File: src/rtl/cla_pipe_adder.sv
// Pipelined carry-lookahead adder/subtractor: one WIDTH/STAGES-bit segment per stage,
// segment carry registered between stages, valid/ready handshake with global stall and flush.
module cla_pipe_adder #(
  parameter int WIDTH  = 32,
  parameter int STAGES = 2,
  parameter int TAG_W  = 4
) (
  input  logic             clk,
  input  logic             resetn,
  input  logic             flush,
  input  logic             in_valid,
  output logic             in_ready,
  input  logic [WIDTH-1:0] in_a,
  input  logic [WIDTH-1:0] in_b,
  input  logic             in_sub,
  input  logic             in_cin,
  input  logic [TAG_W-1:0] in_tag,
  output logic             out_valid,
  input  logic             out_ready,
  output logic [WIDTH-1:0] out_sum,
  output logic             out_cout,
  output logic             out_ovf,
  output logic             out_zero,
  output logic [TAG_W-1:0] out_tag
);

  localparam int SEG = WIDTH / STAGES;
  localparam int NG  = SEG / 4;

  logic             adv;
  logic             accept;
  logic             c0;
  logic [WIDTH-1:0] eb;

  assign adv      = !out_valid || out_ready;
  assign in_ready = adv;
  assign accept   = in_valid && adv && !flush;
  assign eb       = in_sub ? ~in_b : in_b;
  assign c0       = in_cin ^ in_sub;

  // Returns {carry into segment msb, segment carry-out, segment sum}.
  // Group carries are flat sum-of-products over group P/G, so no carry ripples between groups.
  function automatic logic [SEG+1:0] cla_seg(input logic [SEG-1:0] fa,
                                             input logic [SEG-1:0] fb,
                                             input logic           cin);
    logic [SEG-1:0] p;
    logic [SEG-1:0] g;
    logic [SEG-1:0] c;
    logic [NG-1:0]  gp;
    logic [NG-1:0]  gg;
    logic [NG:0]    gc;
    logic           term;
    p = fa ^ fb;
    g = fa & fb;
    for (int j = 0; j < NG; j++) begin
      gp[j] = &p[4*j +: 4];
      gg[j] = g[4*j+3]
            | (p[4*j+3] & g[4*j+2])
            | (p[4*j+3] & p[4*j+2] & g[4*j+1])
            | (p[4*j+3] & p[4*j+2] & p[4*j+1] & g[4*j]);
    end
    gc    = '0;
    gc[0] = cin;
    for (int j = 1; j <= NG; j++) begin
      term = cin;
      for (int m = 0; m < j; m++) term = term & gp[m];
      gc[j] = term;
      for (int i = 0; i < j; i++) begin
        term = gg[i];
        for (int m = i + 1; m < j; m++) term = term & gp[m];
        gc[j] = gc[j] | term;
      end
    end
    for (int j = 0; j < NG; j++) begin
      c[4*j]   = gc[j];
      c[4*j+1] = g[4*j] | (p[4*j] & gc[j]);
      c[4*j+2] = g[4*j+1] | (p[4*j+1] & g[4*j]) | (p[4*j+1] & p[4*j] & gc[j]);
      c[4*j+3] = g[4*j+2] | (p[4*j+2] & g[4*j+1]) | (p[4*j+2] & p[4*j+1] & g[4*j])
               | (p[4*j+2] & p[4*j+1] & p[4*j] & gc[j]);
    end
    return {c[SEG-1], gc[NG], p ^ c};
  endfunction

  genvar k;
  generate
    for (k = 0; k < STAGES; k++) begin : g_st
      localparam int OW = WIDTH - k*SEG;

      logic [OW-1:0]         ops_a;
      logic [OW-1:0]         ops_b;
      logic                  cin_s;
      logic                  sub_s;
      logic                  v_s;
      logic [TAG_W-1:0]      tag_s;
      logic [(k+1)*SEG-1:0]  sum_d;
      logic [SEG+1:0]        res;
      logic                  v_q;
      logic [(k+1)*SEG-1:0]  sum_q;
      logic [TAG_W-1:0]      tag_q;

      if (k == 0) begin : g_src
        assign ops_a = in_a;
        assign ops_b = eb;
        assign cin_s = c0;
        assign sub_s = in_sub;
        assign tag_s = in_tag;
        assign v_s   = accept;
        assign sum_d = res[SEG-1:0];
      end else begin : g_src
        assign ops_a = g_st[k-1].g_fwd.a_q;
        assign ops_b = g_st[k-1].g_fwd.b_q;
        assign cin_s = g_st[k-1].g_fwd.c_q;
        assign sub_s = g_st[k-1].g_fwd.sub_q;
        assign tag_s = g_st[k-1].tag_q;
        assign v_s   = g_st[k-1].v_q;
        assign sum_d = {res[SEG-1:0], g_st[k-1].sum_q};
      end

      assign res = cla_seg(ops_a[SEG-1:0], ops_b[SEG-1:0], cin_s);

      always_ff @(posedge clk or negedge resetn) begin
        if (!resetn)     v_q <= 1'b0;
        else if (flush)  v_q <= 1'b0;
        else if (adv)    v_q <= v_s;
      end

      // Data only loads behind a valid op, so bubbles leave the last result in place.
      always_ff @(posedge clk or negedge resetn) begin
        if (!resetn) begin
          sum_q <= '0;
          tag_q <= '0;
        end else if (adv && v_s) begin
          sum_q <= sum_d;
          tag_q <= tag_s;
        end
      end

      if (k < STAGES - 1) begin : g_fwd
        logic [OW-SEG-1:0] a_q;
        logic [OW-SEG-1:0] b_q;
        logic              c_q;
        logic              sub_q;
        always_ff @(posedge clk or negedge resetn) begin
          if (!resetn) begin
            a_q   <= '0;
            b_q   <= '0;
            c_q   <= 1'b0;
            sub_q <= 1'b0;
          end else if (adv && v_s) begin
            a_q   <= ops_a[OW-1:SEG];
            b_q   <= ops_b[OW-1:SEG];
            c_q   <= res[SEG];
            sub_q <= sub_s;
          end
        end
      end else begin : g_out
        logic cout_q;
        logic ovf_q;
        always_ff @(posedge clk or negedge resetn) begin
          if (!resetn) begin
            cout_q <= 1'b0;
            ovf_q  <= 1'b0;
          end else if (adv && v_s) begin
            cout_q <= res[SEG] ^ sub_s;
            ovf_q  <= res[SEG+1] ^ res[SEG];
          end
        end
      end
    end
  endgenerate

  assign out_valid = g_st[STAGES-1].v_q;
  assign out_sum   = g_st[STAGES-1].sum_q;
  assign out_tag   = g_st[STAGES-1].tag_q;
  assign out_cout  = g_st[STAGES-1].g_out.cout_q;
  assign out_ovf   = g_st[STAGES-1].g_out.ovf_q;
  assign out_zero  = (out_sum == '0);

endmodule

File: config.mk
export PLATFORM = sky130hd
export DESIGN_NAME = cla_pipe_adder
export DESIGN_NICKNAME = d
export VERILOG_FILES = /design/src/rtl/cla_pipe_adder.sv
export SDC_FILE = /design/constraint.sdc
export NUM_CORES = 1
export LEC_CHECK = 0
export BUFFER_PORTS_ARGS = -buffer_cell sky130_fd_sc_hd__buf_2
export CORE_MARGIN = 1.5
export CORE_UTILIZATION = 55
export DETAILED_ROUTE_END_ITERATION = 6
export PLACE_DENSITY = 0.87
export SKIP_CTS_REPAIR_TIMING = 1
export SLEW_MARGIN = 20
export SYNTH_ARGS = -nofsm -noshare
export SYNTH_HDL_FRONTEND = slang
export SYNTH_SLANG_ARGS = --single-unit
File: constraint.sdc
create_clock -name clk -period 3 [get_ports clk]
set_input_delay 0.75 -clock clk [delete_from_list [all_inputs] [get_ports clk]]
set_output_delay 0.75 -clock clk [all_outputs]
set_load 0.005 [all_outputs]
==> flow_summary.yaml <==
power:
  seqPwrFrac_pct: 45.1
  clkPwrFrac_pct: 19.8
  power_switching_w: 0.00143
  comb_power_share_pct: 35.1
  p_sw_share_pct: 35.3
  powerDensity_nw_per_um2: 632
  finalPower_w: 0.00405
  internal_power_w: 0.00262
  leakage_nw: 3.33
  vdd_drop_max_uv: 277
logic_synthesis:
  netlist.area_leader.share_pct: 44.6
  synth_fp_nets: 695
  avgSynthCellArea_um2: 9.08
  synth_seq_area_share_pct: 44.6
  yosys.area.top_type: "dfrtp_1"
  synth_area_um2: 5270
  synth.ff_latch_count: 94
  ys_top_cells_by_count: "186 x nand2_1, 94 x dfrtp_1, 40 x o21ai_0"
  synth_flop_cell: "dfrtp_1"
  synth.most_common_cell: "nand2_1"
  synth_warnings: 0
  synth.top_cells.by_area: "dfrtp_1 45%, nand2_1 13%, ha_1 7.6%, xor2_1 4.3%, o21ai_0 3.8%"
  netlist_instances: 580
  async_reset_ff_share_pct: 100
  synth-edff-count: 0
  synth_cell_types: 53
worst_setup_path:
  cp.required_ns: 3.29
  worstPathMaxFanout: 5
  endpoint_kind: "flop"
  critPathLaunchType: "primary input"
  crit_type: "primary input to flop"
  cp_data_arrival_time_ns: 3.27
place:
  placed_area_um2: 6210
  dp_hpwl_um: 9500
  gp_congestion: 0.930
  pre_cts_slack_ns: -0.387
  portBuffers: 115
floorplan:
  rows: 35
  floorplan.initialDensity_pct: 56.8
  dieHeight_um: 101
  die_x_um: 101
  io_pins: 116
  die_area_um2: 10200
  core-area_um2: 9280
global_route:
  grt_pass1_vias: 4366
  grt_usage_pct: 25.9
  grt_max_degree: 82
  overflow: 0
  antenna_found_initial: 0
  grt_pass1_wl_um: 20500
clocking:
  cts.path.max_buffers: 2
  numCtsBuffers: 9
  cts_root_buf: "clkbuf_8"
  clock_latency_ns: 0.37
  clkTransAtPathRegs_ns: 0.09
  cts.sinks: 94
  htree_levels: 3
  cts_tree: "done"
routing:
  drt_wl_total_um: 12500
  ant_nets: 0
  dr.pass1.iters: 4
  drt_iter0_drc: 219
  wl_per_cell_um: 14.8
  drc: 0
  via_per_inst: 5.37
  vias: 4547
cells_and_area:
  syn_to_final_growth_pct: 21.6
  fin_area_um2: 6410
  drive_gt1_share_pct: 24.3
  fin_nets: 828
  num_antenna_cells: 0
flow_run:
  cap_violations: 0
sta:
  finalSetupViolCount: 0
  fin_worst_skew_ns: 0.0136
  rsz0062_at_grt: "true"
  slew_violations: 0
  max_slew.worst_pin.slew_ns: 0.575
  whs_ns: 0.364
  min_period_ns: 2.98
  max_slew_margin_pct: 61.6
  fmax_mhz: 335
  worst_slack_ns: 0.0183
  hold_viol_final: 0
  timing.final.crit_share_pct: 99.4
run_status:
  status: "finished, final reports clean"
worst_hold_path:
  hold_class: "primary input to asynchronous set/reset pin"
layer usage:
layer / GRT usage (%) / vias to the layer above / share of wire (%)
li1: - / 2226 / -
met1: 36.0 / 2152 / 46
met2: 40.0 / 146 / 46
met3: 5.48 / 23 / 6.0
met4: 10.4 / 0 / 2.2
met5: 0 / - / 0
metrics by stage:
stage               std cells  TNS (ns)  util [%]
finish                    846         0      69.0
global route              846   -0.0560      69.0
CTS                       845   -0.0146      68.8
detailed placement        830     -1.31      66.8
global placement          830    -0.669      66.8
floorplan                 580    -0.693         -
worst paths after layout:
kind / startpoint / slack (ns) / end / cells past startpoint
setup / recovery: in_sub / 0.02 / g_st[0].sum_q[12] / 11
hold / removal: resetn / 0.36 / g_st[0].g_fwd.b_q[2] / 1
setup reg to reg: g_st[0].g_fwd.a_q[2] / 0.28 / out_sum[25] / 9
hold reg to reg: g_st[0].sum_q[6] / 0.46 / out_sum[6] / 2
max in group asynchronous: resetn / 1.96 / out_sum[15] / 2
min in group clk: g_st[0].sum_q[6] / 0.46 / out_sum[6] / 2
cell usage in the layout (no fill, tap or decap), types with 8 or more instances in the layout:
master    Yosys  routed
nand2_1     186     186
buf_2         1     113
nand3_1       9       9
fa_1          8       8
nand4_1       8       8
a21oi_1      16      14
ha_1         32      31
xor2_1       26      25
clkbuf_8      0       9
o21ai_0      40      39
inv_1        15      15
dfrtp_1      94      94
nor2_1       10      10
nor4_1        8       8
buf_4         1      32
xnor2_1      22      22
power groups by stage:
stage / Clock, W / Combinational (W) / Sequential (W)
6_report: 0.000802 / 0.00142 / 0.00183
4_1_cts: 0.000815 / 0.00142 / 0.00182
5_1_grt: 0.000854 / 0.00160 / 0.00186
3_3_place_gp: 0 / 0.00134 / 0.00183
2_1_floorplan: 0 / 0.000849 / 0.00181
3_5_place_dp: 0 / 0.00140 / 0.00185
flip-flops by register name (all words and copies together), names as in the netlist, 4 cells and up:
register / cells
g_st.g_fwd.a_q: 16
g_st.tag_q: 4
out_sum: 32
out_tag: 4
g_st.sum_q: 16
g_st.g_fwd.b_q: 16
worst max-delay path, stage by stage:
cell      delay, ns
buf_4          0.15
buf_12         0.14
xor2_1         0.17
ha_2           0.18
a21o_1         0.16
a2111o_1       0.37
a311o_1        0.35
a41o_1         0.25
a21oi_2        0.17
fa_1           0.44
o21ai_1        0.14
cell families after synthesis:
family | count (synthesis) | synth area share, %
simple gates | 250 | 20.9
buf+inv | 42 | 3.23
compound gates | 106 | 12.6
xor+xnor | 48 | 7.98
flops | 94 | 44.6
fa+ha+maj | 40 | 10.6
cell type report:
type,instances,area (um2)
Tap cell,129,161
Clock inverter,4,48.8
Fill cell,763,2880
Clock buffer,11,131
Timing Repair Buffer,149,886
Multi-Input combinational cell,444,2770
Inverter,15,56.3
Sequential cell,94,2350
Note: power is estimated with default switching activity, not from simulation.
